**config.mk**
```make
export PLATFORM = sky130hd
export DESIGN_NAME = execute_agu_pipe
export DESIGN_NICKNAME = d
export VERILOG_FILES = /design/src/rtl/lca_agu_pkg.sv /design/src/rtl/agu_addr_calc.sv /design/src/rtl/execute_agu_pipe.sv
export SDC_FILE = /design/constraint.sdc
export NUM_CORES = 1
export LEC_CHECK = 0
export ABC_CLOCK_PERIOD_IN_PS = 2400
export BUFFER_PORTS_ARGS = -buffer_cell sky130_fd_sc_hd__buf_2
export CAP_MARGIN = 0
export CORE_MARGIN = 2
export CORE_UTILIZATION = 40
export DETAILED_ROUTE_END_ITERATION = 8
export SKIP_CTS_REPAIR_TIMING = 1
export SYNTH_ARGS = -nofsm -noshare
export SYNTH_HDL_FRONTEND = slang
export SYNTH_SLANG_ARGS = --single-unit
```
**constraint.sdc**
```tcl
create_clock -name clk_i -period 2.4 [get_ports clk_i]
set_input_delay 0.72 -clock clk_i [delete_from_list [all_inputs] [get_ports clk_i]]
set_output_delay 0.72 -clock clk_i [all_outputs]
set_load 0.05 [all_outputs]
```
**src/rtl/lca_agu_pkg.sv**
```systemverilog
// Shared types for the execute-stage AGU: access sizes, request and queue-entry layouts.
// Structs are sized for the widest supported configuration; narrower instances zero-extend.
package lca_agu_pkg;

  localparam int unsigned XlenMax = 64;
  localparam int unsigned TagWMax = 16;

  typedef enum logic [1:0] {
    SizeByte  = 2'd0,
    SizeHalf  = 2'd1,
    SizeWord  = 2'd2,
    SizeDword = 2'd3
  } mem_size_e;

  typedef struct packed {
    logic [XlenMax-1:0] base;
    logic [XlenMax-1:0] offset;
    logic [XlenMax-1:0] store_data;
    mem_size_e          size;
    logic               is_store;
    logic               is_unsigned;
    logic [TagWMax-1:0] tag;
  } agu_req_t;

  typedef struct packed {
    logic [XlenMax-1:0]   addr;
    logic [XlenMax/8-1:0] byte_en;
    logic [XlenMax-1:0]   store_data;
    mem_size_e            size;
    logic                 is_store;
    logic                 is_unsigned;
    logic [TagWMax-1:0]   tag;
    logic                 misaligned;
  } agu_entry_t;

endpackage

```
**src/rtl/agu_addr_calc.sv**
```systemverilog
// Combinational effective-address datapath: add, lane byte enables, store-data lane shift,
// and misalignment detection.
module agu_addr_calc
  import lca_agu_pkg::*;
#(
  parameter int unsigned XLEN = 32
) (
  input  logic [XLEN-1:0]   base_i,
  input  logic [XLEN-1:0]   offset_i,
  input  logic [XLEN-1:0]   store_data_i,
  input  mem_size_e         size_i,
  input  logic              is_store_i,
  output logic [XLEN-1:0]   addr_o,
  output logic [XLEN/8-1:0] byte_en_o,
  output logic [XLEN-1:0]   store_data_o,
  output logic              misaligned_o
);

  localparam int unsigned NumBytes = XLEN / 8;
  localparam int unsigned LoW      = $clog2(NumBytes);

  logic [LoW-1:0]      lo;
  logic [NumBytes-1:0] mask;

  // Carry-out intentionally dropped: wrap-around is a legal address.
  assign addr_o = base_i + offset_i;
  assign lo     = addr_o[LoW-1:0];

  always_comb begin
    mask         = '0;
    misaligned_o = 1'b0;
    unique case (size_i)
      SizeByte: mask = NumBytes'(1);
      SizeHalf: begin
        mask         = NumBytes'(3);
        misaligned_o = addr_o[0];
      end
      SizeWord: begin
        mask         = NumBytes'(15);
        misaligned_o = |addr_o[1:0];
      end
      SizeDword: begin
        mask         = '1;
        misaligned_o = (XLEN == 32) || (|addr_o[2:0]);
      end
      default: ;
    endcase
  end

  assign byte_en_o    = misaligned_o ? '0 : (mask << lo);
  assign store_data_o = is_store_i ? (store_data_i << {lo, 3'b000}) : '0;

endmodule

```
**src/rtl/execute_agu_pipe.sv**
```systemverilog
// Execute-stage AGU: computes load/store addresses and buffers results in a DEPTH-entry
// FIFO with valid/ready handshakes on both sides.
module execute_agu_pipe
  import lca_agu_pkg::*;
#(
  parameter int unsigned XLEN  = 32,
  parameter int unsigned TAG_W = 6,
  parameter int unsigned DEPTH = 2
) (
  input  logic              clk_i,
  input  logic              rst_ni,
  input  logic              flush_i,
  input  logic              in_valid_i,
  output logic              in_ready_o,
  input  logic [XLEN-1:0]   in_base_i,
  input  logic [XLEN-1:0]   in_offset_i,
  input  logic [XLEN-1:0]   in_store_data_i,
  input  logic [1:0]        in_size_i,
  input  logic              in_is_store_i,
  input  logic              in_unsigned_i,
  input  logic [TAG_W-1:0]  in_tag_i,
  output logic              out_valid_o,
  input  logic              out_ready_i,
  output logic [XLEN-1:0]   out_addr_o,
  output logic [XLEN/8-1:0] out_byte_en_o,
  output logic [XLEN-1:0]   out_store_data_o,
  output logic [1:0]        out_size_o,
  output logic              out_is_store_o,
  output logic              out_unsigned_o,
  output logic [TAG_W-1:0]  out_tag_o,
  output logic              out_misaligned_o
);

  localparam int unsigned PtrW     = $clog2(DEPTH);
  localparam int unsigned NumBytes = XLEN / 8;

  agu_req_t   req;
  agu_entry_t new_entry;
  agu_entry_t head;
  agu_entry_t mem_q [DEPTH];

  logic [PtrW-1:0]     wr_ptr_q, wr_ptr_d;
  logic [PtrW-1:0]     rd_ptr_q, rd_ptr_d;
  logic [PtrW:0]       count_q, count_d;
  logic                push, pop;
  logic [XLEN-1:0]     calc_addr, calc_data;
  logic [NumBytes-1:0] calc_be;
  logic                calc_mis;
  logic                unused_bits;

  always_comb begin
    req             = '0;
    req.base        = XlenMax'(in_base_i);
    req.offset      = XlenMax'(in_offset_i);
    req.store_data  = XlenMax'(in_store_data_i);
    req.size        = mem_size_e'(in_size_i);
    req.is_store    = in_is_store_i;
    req.is_unsigned = in_unsigned_i;
    req.tag         = TagWMax'(in_tag_i);
  end

  agu_addr_calc #(
    .XLEN(XLEN)
  ) u_calc (
    .base_i      (req.base[XLEN-1:0]),
    .offset_i    (req.offset[XLEN-1:0]),
    .store_data_i(req.store_data[XLEN-1:0]),
    .size_i      (req.size),
    .is_store_i  (req.is_store),
    .addr_o      (calc_addr),
    .byte_en_o   (calc_be),
    .store_data_o(calc_data),
    .misaligned_o(calc_mis)
  );

  always_comb begin
    new_entry             = '0;
    new_entry.addr        = XlenMax'(calc_addr);
    new_entry.byte_en     = (XlenMax / 8)'(calc_be);
    new_entry.store_data  = XlenMax'(calc_data);
    new_entry.size        = req.size;
    new_entry.is_store    = req.is_store;
    new_entry.is_unsigned = req.is_unsigned;
    new_entry.tag         = req.tag;
    new_entry.misaligned  = calc_mis;
  end

  // in_ready depends only on registered count, never on out_ready.
  assign in_ready_o  = count_q < (PtrW + 1)'(DEPTH);
  assign out_valid_o = count_q != '0;
  assign push        = in_valid_i && in_ready_o && !flush_i;
  assign pop         = out_valid_o && out_ready_i && !flush_i;

  always_comb begin
    wr_ptr_d = wr_ptr_q;
    rd_ptr_d = rd_ptr_q;
    count_d  = count_q;
    if (flush_i) begin
      wr_ptr_d = '0;
      rd_ptr_d = '0;
      count_d  = '0;
    end else begin
      if (push) wr_ptr_d = wr_ptr_q + PtrW'(1);
      if (pop)  rd_ptr_d = rd_ptr_q + PtrW'(1);
      if (push && !pop)      count_d = count_q + (PtrW + 1)'(1);
      else if (pop && !push) count_d = count_q - (PtrW + 1)'(1);
    end
  end

  always_ff @(posedge clk_i or negedge rst_ni) begin
    if (!rst_ni) begin
      wr_ptr_q <= '0;
      rd_ptr_q <= '0;
      count_q  <= '0;
    end else begin
      wr_ptr_q <= wr_ptr_d;
      rd_ptr_q <= rd_ptr_d;
      count_q  <= count_d;
    end
  end

  always_ff @(posedge clk_i or negedge rst_ni) begin
    if (!rst_ni) begin
      for (int i = 0; i < int'(DEPTH); i++) mem_q[i] <= '0;
    end else if (push) begin
      mem_q[wr_ptr_q] <= new_entry;
    end
  end

  assign head             = mem_q[rd_ptr_q];
  assign out_addr_o       = head.addr[XLEN-1:0];
  assign out_byte_en_o    = head.byte_en[NumBytes-1:0];
  assign out_store_data_o = head.store_data[XLEN-1:0];
  assign out_size_o       = head.size;
  assign out_is_store_o   = head.is_store;
  assign out_unsigned_o   = head.is_unsigned;
  assign out_tag_o        = head.tag[TAG_W-1:0];
  assign out_misaligned_o = head.misaligned;

  // Zero-extended struct bits above XLEN/TAG_W are never consumed.
  assign unused_bits = ^{req, head};

endmodule
```
# --- Yosys cells after proc, flatten, opt, wreduce, memory -nomap -nowiden ---
# Index checks and enable logic that the tools add are counted.
op_classes:
  n_reduce_logical: 17
  muxes: 17
  magnitude_cmp: 4
  shift: 2
  bitwise_logic: 2
  n_eq_ne: 3
  addsub: 5
op_table:
  columns: ["cell", "n"]
  rows:
  - ["$mux 125", 3]
  - ["$bwmux 314", 1]
  - ["$demux 157 s1", 1]
  - ["$mux 157", 1]
  - ["$add 32x32->32", 1]
  - ["$mux 32", 1]
  - ["$shl 32x5->32", 1]
  - ["$pmux 4 s3", 1]
  - ["$logic_and 1x1->1", 7]
  - ["$mux 2", 3]
  - ["$reduce_bool 2->1", 3]
  - ["$eq 2x2->1 const B", 2]
  - ["$ge 2x2->1 const B", 2]
  - ["$mux 1", 4]
  - ["$mux 4", 1]
  - ["$not 1->2", 2]
  - ["$reduce_or 2->1", 2]
  - ["$shl 4x2->4", 1]
  - ["$logic_not 1->1", 3]
  - ["$pmux 1 s3", 1]
  - ["$reduce_bool 3->1", 1]
  - ["$add 1x1->1 const B", 2]
  - ["$add 2x1->2 const B", 1]
  - ["$eq 2x1->1 const B", 1]
  - ["4 further kinds", 4]
totals:
  word_cells: 69
  inputBits: 111
  register_bits: 318

# --- Logic depth before layout (Yosys ltp) ---
logic_depth:
  ltp_word: 8
  ltp_mapped: 10
  depth_no_buf: 10

# --- Cells and area by module ---
# A second synthesis with hierarchy kept.
hier_totals:
  hier_cells: 818
  area_unflattened_um2: 9559.2
by_module_without_submodules:
  columns: ["module", "area_each_um2", "instances", "cells_each"]
  rows:
  - ["execute_agu_pipe", 6985.4, 1, 443]
  - ["agu_addr_calc", 2573.7, 1, 375]

# --- Least setup slack after synthesis ---
# OpenSTA, ideal clock, no wires.
synth_path:
  path_kind: "in2reg"
  from: "input port in_base_i[0]"
  to: "register mem_q[48] in the netlist's numbering"
  t_arrival_ns: 2.716
  n_path_buf: 2
  setup_slack_ns: -0.451
  stages: 7
  t_required_ns: 2.265
  cell_sequence: "ha_1 > fa_1 > clkbuf_1 > buf_1 > mux2_2 > o211ai_1 > o21ai_0"
synth_via:
  elab_chain_len: 4
synth_lines:
  columns: ["item", "line_no", "source"]
  rows:
  - ["start: declaration", "execute_agu_pipe.sv:15", "input logic [XLEN-1:0] in_base_i,"]
  - ["$add 32x32->32", "agu_addr_calc.sv:26", "assign addr_o = base_i + offset_i;"]
  - ["net calc_addr[1]", "execute_agu_pipe.sv:46", "logic [XLEN-1:0] calc_addr, calc_data;"]
  - ["$shl 32x5->32", "agu_addr_calc.sv:51", "assign store_data_o = is_store_i ? (store_data_i << {lo, 3'b000}) : '0;"]
  - ["$mux 32", "agu_addr_calc.sv:51", null]
  - ["$bwmux 314", "execute_agu_pipe.sv:126", "mem_q[wr_ptr_q] <= new_entry;"]
  - ["end signal: indexed assignment", "execute_agu_pipe.sv:126", null]
  - ["end: declaration", "execute_agu_pipe.sv:40", "agu_entry_t mem_q [DEPTH];"]
# The timed path passes the listed nets, and every way through them passes these cells.
# A chain may end at the register's enable or synchronous reset.

# --- Worst setup path after layout ---
layout_path:
  from: "register rd_ptr_q"
  to: "output port out_store_data_o[3]"
layout_via:
  elab_chain_len: 4
layout_lines:
  columns: ["item", "line_no", "source"]
  rows:
  - ["start: declaration", "execute_agu_pipe.sv:43", "logic [PtrW-1:0] rd_ptr_q, rd_ptr_d;"]
  - ["start signal: assignment", "execute_agu_pipe.sv:117", "rd_ptr_q <= rd_ptr_d;"]
  - ["$not 1->2 (implied by the code)", "execute_agu_pipe.sv:130", "assign head = mem_q[rd_ptr_q];"]
  - ["$mux 125 (implied by the code) (3 in series)", "execute_agu_pipe.sv:130", null]
  - ["end: declaration", "execute_agu_pipe.sv:26", "output logic [XLEN-1:0] out_store_data_o,"]
# No other way between the ends. The select of a mux whose other input is x is not followed.

==> reports/qor.yml <==
worst_setup_path:
  crit_path_end_kind: "output port"
  regToRegEndpoint: "mem_q[280]"
  crit_chain: "buf_16 -> mux2_2 -> buf_2"
  critPathKind: "register to output port"
  cpPeakStageDelay_ns: 0.47
  timing.rr.start: "count_q[1]"
  startpoint_type: "register"
  path_buf_inv: 2
  path_max_fanout: 40
  cp_data_arrival_time_ns: 1.73
  cp.required_ns: 1.68
  r2r_cells: 6
  crit_family: "flip-flops"
  critPathSlowestCell: "dfrtp_4"
  r2r_setup_slack_ns: 0.52
routing:
  wire_per_inst_um: 15.3
  via_count: 7755
  drtIter0Drc: 449
  vias_per_cell: 5.02
  drc_errors: 0
  drt-pass1-iter-count: 5
  wl_um: 23700
  antenna_left: 0
timing:
  fmax_ghz: 0.408
  setup_viol: 60
  tightest_slew_ns: 0.524
  setup_slack_ns: -0.0540
  finalCritPeriodShare: 1.02
  slew_headroom: 0.651
  rsz0062_at_grt: "true"
  final_hold_viol_count: 0
  clock_skew_ns: 0.00706
  slew_violations: 0
  period_needed_ns: 2.45
run_status:
  violations: "negative setup slack"
  status: "finished with violations"
synthesis:
  yosysTopAreaCell: "dfrtp_1"
  synth_nets: 1143
  postSynthCellCount: 1000
  synth-seq-cells: 162
  yosys.cell_types.count: 56
  synthFlopType: "dfrtp_1"
  synth.area.top_cells: "dfrtp_1, mux2_2, nand2_1"
  yosys.area.top_type_share: 0.446
  synth_edf_count: 0
  synthTopCellsByCount: "nand2_1, dfrtp_1, o21ai_0"
  synthArstFlopShare: 1.00
  synthMostInstantiatedCell: "nand2_1"
  syn_area_per_cell_um2: 9.10
  ys_seq_area_frac: 0.446
  ys_warn_count: 0
  synth_area_um2: 9100
cells_and_area:
  fin_area_um2: 12000
  fin_cells: 1546
  nNetsFinal: 1391
  fin_util: 0.534
  num_antenna_cells: 0
  area_delta_synth_final_pct: 32.1
  drive_gt1_frac: 0.381
  n_fill_cell: 2098
die:
  design.die.area_um2: 24000
  die_x_um: 155
  io_pins: 192
  fp.dieH_um: 155
  rows: 55
  core-area_um2: 22500
  start_util: 0.404
global_routing:
  grt_max_degree: 121
  antenna_found_initial: 0
  overflow: 0
  grt_pass1_vias: 7449
  grtUsageTotal: 0.201
  grt_pass1_wl_um: 38500
placed_design:
  dp_cells: 1511
  io_buffers: 191
  gp_congestion: 0.865
  hpwlAfterDp_um: 17600
  placed_area_um2: 11200
power_and_ir_drop:
  p_per_area_nw_per_um2: 851
  leakage_uw: 0.00582
  ir_drop_mv: 0.360
run:
  cap_violations: 0
clock_tree:
  clock-sinks: 162
  root_buffer: "clkbuf_16"
  clockBufferDepth: 2
  clk_latency_ns: 0.42
  cts_buffers: 17
  cts.htree.levels: 4
  cts_tree: "built"
  clkSlewWorstSetupHoldPaths_ns: 0.06
hold_path:
  min_path_type: "input pin to asynchronous set/reset pin"
==> state kept, by name (all words and copies together), names as in the netlist <==
signal / count
wr_ptr_q: 1
mem_q: 158
rd_ptr_q: 1
count_q: 2
==> cells by family (layout without fill, tap and decap cells) <==
kind of cell,count (synthesis),in the layout,share of synthesized area
AO/OA/AOI/OAI,252,252,0.159
XOR/XNOR,33,33,0.0318
adder cells (fa/ha/maj),32,32,0.0448
buffers and inverters,76,337,0.0351
flip-flops,162,162,0.446
multiplexers,104,104,0.127
AND/OR/NAND/NOR,341,341,0.156
==> where the power goes <==
group	leakage [uW]	switching (uW)	internal [uW]
Combinational	0.00344	2470	1370
Sequential	0.00209	313	3390
Clock	0.000285	1190	1490
Total	0.00582	3980	6250
==> per-stage QoR <==
stage	hold slack, ns	setup TNS [ns]	total power (uW)	setup WS (ns)
global placement	0.452	-23.28	7450	-0.557
detailed placement	0.460	-25.84	7510	-0.564
finish	0.248	-1.91	10200	-0.0540
global route	0.271	-7.45	10800	-0.131
CTS	0.257	-4.99	10200	-0.123
floorplan	0.424	-0.824	6420	-0.0855
==> per-layer routing <==
metal  part of all wire  up-vias  track usage
li1                   -     3962            -
met1               0.47     3596        0.276
met3              0.041       30       0.0378
met2               0.47      167        0.320
met5                  0        -            0
met4              0.019        0       0.0705
==> placed cells by master, fill, tap and decap left out, drive strengths merged, types with 3 or more instances in the layout <==
cell | Yosys | routed
mux2i | 9 | 9
clkinv | 0 | 5
a21o | 10 | 10
o31ai | 5 | 5
nand2 | 267 | 267
a211oi | 3 | 3
o21a | 5 | 5
a21oi | 29 | 29
nor3 | 9 | 9
o211ai | 14 | 14
clkbuf | 57 | 18
nand2b | 7 | 7
inv | 8 | 14
nor2 | 20 | 20
dfrtp | 162 | 162
xnor2 | 17 | 17
and3 | 3 | 3
or2 | 3 | 3
nor2b | 5 | 5
a31oi | 4 | 4
mux2 | 95 | 95
buf | 10 | 297
and2 | 3 | 3
o311ai | 3 | 3
nand3 | 6 | 6
xor2 | 16 | 16
nand4 | 11 | 11
o21ai | 167 | 167
o21bai | 3 | 3
ha | 31 | 31
==> worst max path at each step <==
stage                        start             endpoint  slack [ns]  depth (start not counted)
floorplan             in_base_i[0]           mem_q[276]       -0.09                         10
global placement     in_base_i[12]           mem_q[279]       -0.56                         11
detailed placement   in_base_i[13]           mem_q[279]       -0.56                         11
CTS                  in_base_i[12]           mem_q[279]       -0.12                         11
global route        in_offset_i[0]           mem_q[119]       -0.13                         11
finish                    rd_ptr_q  out_store_data_o[3]       -0.05                          3
==> layout make-up <==
class	count	area, um^2	share of cell area
clock inverters	14	148	0.0123
inverters	8	30.0	0.00250
multi-input cells	762	5060	0.421
repair buffers	297	1920	0.160
well taps	285	357	0.0297
flip-flops and latches	162	4060	0.338
clock buffers	18	439	0.0365
==> worst reg2reg max path, stage by stage (launching register included) <==
cell      delay, ns
dfrtp_1        0.43
nand2b_1       0.25
or3_4          0.41
o41ai_1        0.38
nor2_1         0.09
o211ai_1       0.12
nor2_1         0.07
(Power assumes the default switching activity.)
